[src/rtl/colnorm_order_sched.sv]
// Sorted-QR column-order sequencer: per stage, latch norms, scan k..NCOL-1 for the
// minimum norm, issue a k<->min swap and track the cumulative column permutation.
//
// state   | meaning
// IDLE    | waiting for start
// WAIT    | norm_rdy high, waiting for stage norms
// SCAN    | one column per cycle through the shared min compare
// ISSUE   | swap command held until swap_rdy
// DONE    | one-cycle completion pulse
`ifndef COLNORM_WL
`define COLNORM_WL 16
`endif

module colnorm_order_sched #(
   parameter int NCOL = 8,
   parameter int WL   = `COLNORM_WL
) (
   input  logic                 clk,
   input  logic                 rst,
   input  logic                 start,
   output logic                 busy,
   output logic                 done,
   input  logic [NCOL*WL-1:0]   norm_i,
   input  logic                 norm_vld,
   output logic                 norm_rdy,
   output logic                 swap_vld,
   input  logic                 swap_rdy,
   output logic [2:0]           swap_k,
   output logic [2:0]           swap_col,
   output logic [NCOL*3-1:0]    perm_o
);

   localparam logic [2:0] LAST_COL = 3'(NCOL - 1);
   localparam logic [2:0] LAST_K   = 3'(NCOL - 2);

   typedef enum logic [2:0] {S_IDLE, S_WAIT, S_SCAN, S_ISSUE, S_DONE} state_t;

   state_t          state_q, state_d;
   logic [2:0]      k_q, idx_q, ptr_q;
   logic [WL-1:0]   min_q;
   logic [WL-1:0]   norm_q [NCOL];
   logic [2:0]      perm_q [NCOL];

   always_ff @(posedge clk or posedge rst) begin
      if (rst) state_q <= S_IDLE;
      else     state_q <= state_d;
   end

   always_comb begin
      state_d  = state_q;
      busy     = (state_q != S_IDLE);
      done     = (state_q == S_DONE);
      norm_rdy = (state_q == S_WAIT);
      swap_vld = (state_q == S_ISSUE);
      swap_k   = k_q;
      swap_col = idx_q;
      case (state_q)
         S_IDLE:  if (start) state_d = S_WAIT;
         S_WAIT:  if (norm_vld) state_d = S_SCAN;
         S_SCAN:  if (ptr_q == LAST_COL) state_d = S_ISSUE;
         S_ISSUE: if (swap_rdy) state_d = (k_q == LAST_K) ? S_DONE : S_WAIT;
         S_DONE:  state_d = S_IDLE;
         default: state_d = S_IDLE;
      endcase
   end

   always_ff @(posedge clk or posedge rst) begin
      if (rst) begin
         k_q   <= '0;
         idx_q <= '0;
         ptr_q <= '0;
         min_q <= '0;
         for (int j = 0; j < NCOL; j++) begin
            norm_q[j] <= '0;
            perm_q[j] <= 3'(j);
         end
      end else begin
         case (state_q)
            S_IDLE: begin
               if (start) begin
                  k_q <= '0;
                  for (int j = 0; j < NCOL; j++) perm_q[j] <= 3'(j);
               end
            end
            S_WAIT: begin
               if (norm_vld) begin
                  for (int j = 0; j < NCOL; j++) begin
                     norm_q[j] <= norm_i[j*WL +: WL];
                     if (3'(j) == k_q) min_q <= norm_i[j*WL +: WL];
                  end
                  idx_q <= k_q;
                  ptr_q <= k_q + 3'd1;
               end
            end
            S_SCAN: begin
               // strict compare: ascending scan keeps the lowest index on ties
               if (norm_q[ptr_q] < min_q) begin
                  min_q <= norm_q[ptr_q];
                  idx_q <= ptr_q;
               end
               ptr_q <= ptr_q + 3'd1;
            end
            S_ISSUE: begin
               if (swap_rdy) begin
                  perm_q[k_q]   <= perm_q[idx_q];
                  perm_q[idx_q] <= perm_q[k_q];
                  k_q           <= k_q + 3'd1;
               end
            end
            default: ;
         endcase
      end
   end

   always_comb begin
      perm_o = '0;
      for (int j = 0; j < NCOL; j++) perm_o[j*3 +: 3] = perm_q[j];
   end

endmodule

[config.mk]
export PLATFORM = sky130hd
export DESIGN_NAME = colnorm_order_sched
export DESIGN_NICKNAME = d
export VERILOG_FILES = /design/src/rtl/colnorm_order_sched.sv
export SDC_FILE = /design/constraint.sdc
export NUM_CORES = 1
export LEC_CHECK = 0
export ABC_AREA = 1
export CORE_MARGIN = 2
export CORE_UTILIZATION = 35
export CTS_BUF_LIST = sky130_fd_sc_hd__clkbuf_8
export DETAILED_ROUTE_END_ITERATION = 8
export SLEW_MARGIN = 20
export SYNTH_ARGS = -nofsm -noshare
export SYNTH_HDL_FRONTEND = slang
export SYNTH_SLANG_ARGS = --single-unit
[constraint.sdc]
create_clock -name clk -period 7.6 [get_ports clk]
set_input_delay 1.9 -clock clk [delete_from_list [all_inputs] [get_ports clk]]
set_output_delay 1.9 -clock clk [all_outputs]
set_load 0.1 [all_outputs]
==> results of run 1 <==
==> flip-flops by register name, indices dropped and copies added, names as in the netlist <==
register and count:
norm_q 128, perm_o 24, min_q 16, ptr_q 3
state_q 3, swap_col 3, swap_k 3
==> cell type report <==
type                            count  area [um^2]
Tap cell                          396          495
Clock buffer                       21          289
Sequential cell                   180         4520
Fill cell                        3240        17400
Multi-Input combinational cell   1063         5250
Timing Repair Buffer              176         1740
Clock inverter                     11          136
Inverter                          200          758
==> per-stage QoR <==
stage / util, % / instances / hold slack [ns] / setup WS (ns)
2_1_floorplan: - / 1525 / 0.437 / 0.833
3_3_place_gp: 41.7 / 2015 / 0.449 / 3.00
3_5_place_dp: 41.7 / 2015 / 0.455 / 2.97
4_1_cts: 43.1 / 2047 / 0.480 / 2.69
5_1_grt: 43.1 / 2047 / 0.496 / 2.61
6_report: 43.1 / 2047 / 0.479 / 2.74
==> synth_stat cells, drive strengths merged, types with 3 or more instances <==
| library cell | instances | area [um^2] |
|---|---|---|
| nand2 | 438 | 1700 |
| o21ai | 223 | 1120 |
| inv | 198 | 743 |
| dfrtp | 168 | 4200 |
| nor2 | 126 | 495 |
| nand3 | 71 | 375 |
| clkbuf | 55 | 208 |
| a21oi | 54 | 270 |
| o22ai | 36 | 225 |
| buf | 27 | 159 |
| ha | 23 | 288 |
| a31oi | 20 | 236 |
| o221ai | 18 | 158 |
| dfstp | 12 | 315 |
| nor3 | 12 | 65.1 |
| o211ai | 12 | 90.1 |
| nand4 | 7 | 43.8 |
| o21a | 5 | 37.5 |
| or2 | 5 | 31.3 |
| a211oi | 3 | 22.5 |
==> how the worst min path moves through the flow <==
stage | to | slack [ns] | depth (start not counted)
global route | norm_q[85] | 0.50 | 2
detailed placement | norm_q[102] | 0.46 | 2
global placement | norm_q[50] | 0.45 | 2
floorplan | norm_q[31] | 0.44 | 2
CTS | norm_q[102] | 0.48 | 2
finish | norm_q[113] | 0.48 | 2
==> worst register-to-register path, stage by stage (launching register included) <==
cell	delay (ns)
dfrtp_1	0.70
buf_4	0.39
inv_2	0.56
o21ai_0	0.22
o22ai_1	0.30
nor2_1	0.09
a31oi_1	0.36
ha_1	0.33
a21oi_1	0.14
o21a_1	0.17
o221a_2	0.21
nand2_2	0.07
nand2_4	0.19
nand2_4	0.22
nand2_2	0.11
nand2_1	0.05
==> layer usage <==
metal / vias up / part of all wire, % / wire length [um] / GRT usage, %
met5: - / 0 / 0 / 0
met4: 0 / 1.9 / 732 / 6.48
met1: 5012 / 48 / 18400 / 35.4
li1: 5172 / - / - / -
met2: 467 / 42 / 16100 / 34.1
met3: 45 / 7.8 / 2980 / 4.28
==> cells by family after synthesis <==
family	count (synthesis)	synth area share, %
AND/OR/NAND/NOR	659	24.9
adder cells (fa/ha/maj)	23	2.64
AO/OA/AOI/OAI	381	20.6
buffers and inverters	282	10.3
flip-flops	180	41.5
==> report_power, final <==
| group | internal, W | switching [W] | leakage, nW |
|---|---|---|---|
| registers | 0.00140 | 0.000337 | 2.24 |
| logic | 0.00103 | 0.00231 | 3.79 |
| clock network | 0.000335 | 0.000386 | 0.211 |
==> impl_metrics.env, run 1 <==
export IMPL_status="completed"
export IMPL_finalInstanceArea_mm2=0.0132
export IMPL_cts_inserted_buffers=17
export IMPL_clk_pin_slew_ns=0.11
export IMPL_worstPathCellList="nor2_4 -> nand2_4 -> inv_2 -> clkdlybuf4s50_1"
export IMPL_antenna_found_initial=0
export IMPL_grt_pass1_vias=10124
export IMPL_drt_iter0_drc=1176
export IMPL_synth_seq_cells=180
export IMPL_cp_num_buf_inv=2
export IMPL_critPathKind="reg2out"
export IMPL_ys_seq_area_share_pct=41.5
export IMPL_p_leak_nw=6.24
export IMPL_mostFrequentLayoutCells="422 x nand2_1, 178 x o21ai_0, 170 x inv_1, 167 x dfrtp_1, 166 x clkdlybuf4s50_1"
export IMPL_layout_drive_gt1_share_pct=7.51
export IMPL_rr_startpoint="ptr_q[1]"
export IMPL_grt_pass1_wl_um=59900
export IMPL_dp_hpwl_um=26700
export IMPL_drt_vias_per_instance=5.23
export IMPL_hp_start="norm_q[113]"
export IMPL_period_share_pct=64.0
export IMPL_finalSetupTns_ns=0
export IMPL_slowest_stage="clkdlybuf4s50_1"
export IMPL_grt_overflow_total=0
export IMPL_synthesis_nets=1681
export IMPL_syn_avg_cell_area_um2=7.14
export IMPL_finalHoldViolCount=0
export IMPL_start_kind="flip-flop"
export IMPL_place_gp_congestion=0.970
export IMPL_rsz0062_at_grt="no"
export IMPL_path_depth=4
export IMPL_syn2layout_area_growth_pct=21.2
export IMPL_wl_per_cell_um=18.6
export IMPL_ant_nets=0
export IMPL_critPathMaxFanout=21
export IMPL_first_pass_iters=6
export IMPL_period_needed_ns=4.86
export IMPL_synth_edf_count=0
export IMPL_root_buffer="clkbuf_8"
export IMPL_postCtsSetupBuffers=0
export IMPL_cp_data_required_time_ns=5.70
export IMPL_chipHeight_um=180
export IMPL_fin_nets=1794
export IMPL_critPathTopFamily="buffers and inverters"
export IMPL_p_per_area_mw_per_mm2=440
export IMPL_cpPeakStageDelay_ns=1.25
export IMPL_core_area_mm2=0.0306
export IMPL_ys_flop_type="dfrtp_1"
export IMPL_worstRegToRegCells=15
export IMPL_die_x_um=180
export IMPL_clock_path_buffers=2
export IMPL_setup_violations=0
export IMPL_finalClockSkew_ns=0.0219
export IMPL_endpoint="swap_vld"
export IMPL_cap_violations=0
export IMPL_htree_levels=4
export IMPL_insertion_delay_ns=0.48
export IMPL_synthDistinctLibCells=45
export IMPL_cts_tree="done"
export IMPL_worstReg2RegEnd="min_q[9]"
export IMPL_grt_start_max_net_pins=107
export IMPL_synthCells=1525
export IMPL_rows=64
export IMPL_ctsResizeCount=0
export IMPL_slew_headroom_pct=30.2
export IMPL_start_util_pct=35.6
export IMPL_track_usage_pct=23.5
export IMPL_synth_warnings=0
export IMPL_cts_sinks=180
export IMPL_detailroute_via_count=10696
export IMPL_cp_startpoint="state_q[2]"
export IMPL_fmax_mhz=206
export IMPL_r2r_slack_ns=3.39
export IMPL_final_common_cell="nand2_1"
export IMPL_port_buffers=166
export IMPL_hp_class="reg2reg"
export IMPL_peakVddDrop_mv=0.185
export IMPL_worst_slew_pin_slew_ns=1.04
export IMPL_async_reset_ff_share_pct=100
export IMPL_cp_end_kind="output pin"
export IMPL_wl_um=38200
export IMPL_post_route_drc_count=0
export IMPL_ios=167
export IMPL_num_antenna_cells=0
export IMPL_crit_arrival_ns=2.96
export IMPL_netlist_area_mm2=0.0109
export IMPL_place_area_mm2=0.0128
export IMPL_drv_slew=0
export IMPL_holdBufCountCts=0
export IMPL_dieArea_mm2=0.0325
export IMPL_p_total_w=0.00580
Power figures use the tool's default switching activity.
==> inputs of run 2 (changes only) <==
- clock period: 7.6 -> 4.5 ns (I/O delays scaled with it)
==> impl_metrics.env, run 2 (same netlist as run 1, synthesis figures left out) <==
export IMPL_drv_slew=0
export IMPL_drt_vias_per_instance=5.24
export IMPL_slowest_stage="clkdlybuf4s50_1"
export IMPL_peakVddDrop_mv=0.373
export IMPL_dieArea_mm2=0.0325
export IMPL_cp_end_kind="output pin"
export IMPL_cpPeakStageDelay_ns=1.14
export IMPL_detailroute_via_count=10809
export IMPL_num_antenna_cells=0
export IMPL_cp_data_required_time_ns=3.38
export IMPL_p_per_area_mw_per_mm2=738
export IMPL_setup_violations=0
export IMPL_hp_class="reg2reg"
export IMPL_chipHeight_um=180
export IMPL_root_buffer="clkbuf_8"
export IMPL_grt_start_max_net_pins=117
export IMPL_track_usage_pct=23.5
export IMPL_rows=64
export IMPL_critPathMaxFanout=4
export IMPL_finalSetupTns_ns=0
export IMPL_dp_slack_ns=1.23
export IMPL_ant_nets=0
export IMPL_ios=167
export IMPL_cts_tree="done"
export IMPL_final_common_cell="nand2_1"
export IMPL_fillers=3219
export IMPL_rsz0062_at_grt="no"
export IMPL_grt_pass1_wl_um=60200
export IMPL_start_kind="flip-flop"
export IMPL_critPathKind="reg2out"
export IMPL_cts_sinks=180
export IMPL_crit_arrival_ns=2.50
export IMPL_clk_pin_slew_ns=0.11
export IMPL_place_gp_congestion=0.923
export IMPL_start_util_pct=35.6
export IMPL_antenna_found_initial=0
export IMPL_layout_drive_gt1_share_pct=8.23
export IMPL_ctsResizeCount=0
export IMPL_period_share_pct=80.5
export IMPL_drt_iter0_drc=1114
export IMPL_cap_violations=0
export IMPL_critPathTopFamily="buffers and inverters"
export IMPL_port_buffers=166
export IMPL_finalClockSkew_ns=0.0248
export IMPL_largest_reg_flops=128
export IMPL_postCtsSetupBuffers=0
export IMPL_htree_levels=4
export IMPL_worstPathCellList="nor2_4 -> nand2_1 -> inv_1 -> clkdlybuf4s50_1"
export IMPL_grt_pass1_vias=10320
export IMPL_worst_slew_pin_slew_ns=1.09
export IMPL_die_x_um=180
export IMPL_clock_path_buffers=2
export IMPL_fin_nets=1808
export IMPL_core_area_mm2=0.0306
export IMPL_finalHoldViolCount=0
export IMPL_fmax_mhz=276
export IMPL_mostFrequentLayoutCells="422 x nand2_1, 178 x o21ai_0, 171 x inv_1, 167 x dfrtp_1, 165 x clkdlybuf4s50_1"
export IMPL_syn2layout_area_growth_pct=22.2
export IMPL_holdBufCountCts=0
export IMPL_period_needed_ns=3.62
export IMPL_dp_hpwl_um=27600
export IMPL_post_route_drc_count=0
export IMPL_first_pass_iters=5
export IMPL_p_leak_nw=6.32
export IMPL_insertion_delay_ns=0.48
export IMPL_cp_num_buf_inv=2
export IMPL_cts_inserted_buffers=17
export IMPL_wl_per_cell_um=18.5
export IMPL_fin_ws_ns=0.878
export IMPL_slew_headroom_pct=27.3
export IMPL_grt_overflow_total=0
export IMPL_status="completed"
export IMPL_utilization_pct=43.5
export IMPL_largest_register="norm_q"
export IMPL_wl_um=38100
[run 2: power by group]
group          switching (W)  internal [W]  total (W)
combinational        0.00402       0.00180    0.00582
clock               0.000706      0.000420    0.00113
sequential          0.000506       0.00236    0.00287
total                0.00523       0.00458    0.00981
[run 2: final timing paths]
check                           start          to  slack [ns]  cells past startpoint
hold reg to reg            norm_q[49]  norm_q[49]        0.48                      2
min in group asynchronous         rst   perm_o[0]        1.29                      2
hold / removal             norm_q[49]  norm_q[49]        0.48                      2
setup / recovery           state_q[2]    norm_rdy        0.88                      4
setup reg to reg            swap_k[0]    min_q[7]        1.17                     12
max in group asynchronous         rst  norm_q[66]        2.36                      3
[run 2: worst reg2reg max path, cell delays in order (launching register included)]
cell      delay [ns]
dfrtp_1         0.71
ha_1            0.34
nand2_1         0.57
buf_4           0.40
o21ai_1         0.13
nor2_1          0.07
o221ai_1        0.33
nand3_1         0.17
nand2_1         0.11
nand2_1         0.06
a21oi_1         0.22
nand3_1         0.11
nand2_1         0.08
[run 2: per-stage QoR]
stage               cells  hold WS (ns)  instance area (um^2)  total power, W
floorplan            1525         0.437                 10900         0.00693
CTS                  2061         0.482                 13300         0.00977
global placement     2029         0.452                 12900         0.00856
global route         2061         0.502                 13300          0.0106
finish               2061         0.481                 13300         0.00981
detailed placement   2029         0.457                 12900         0.00861
[run 2: layout make-up]
| cell class | instances | area, um^2 | area share [%] |
|---|---|---|---|
| multi-input combinational | 1063 | 5250 | 39.5 |
| sequential | 180 | 4520 | 34.0 |
| timing repair buffer | 190 | 1880 | 14.1 |
| inverter | 200 | 757 | 5.69 |
| tap | 396 | 495 | 3.73 |
| clock buffer | 17 | 234 | 1.76 |
| clock inverter | 15 | 166 | 1.25 |
[run 2: metal layers]
metal	track usage, %	routed length [um]
met5	0	0
met4	7.00	779
met3	5.05	3300
met2	33.8	15900
met1	35.2	18100
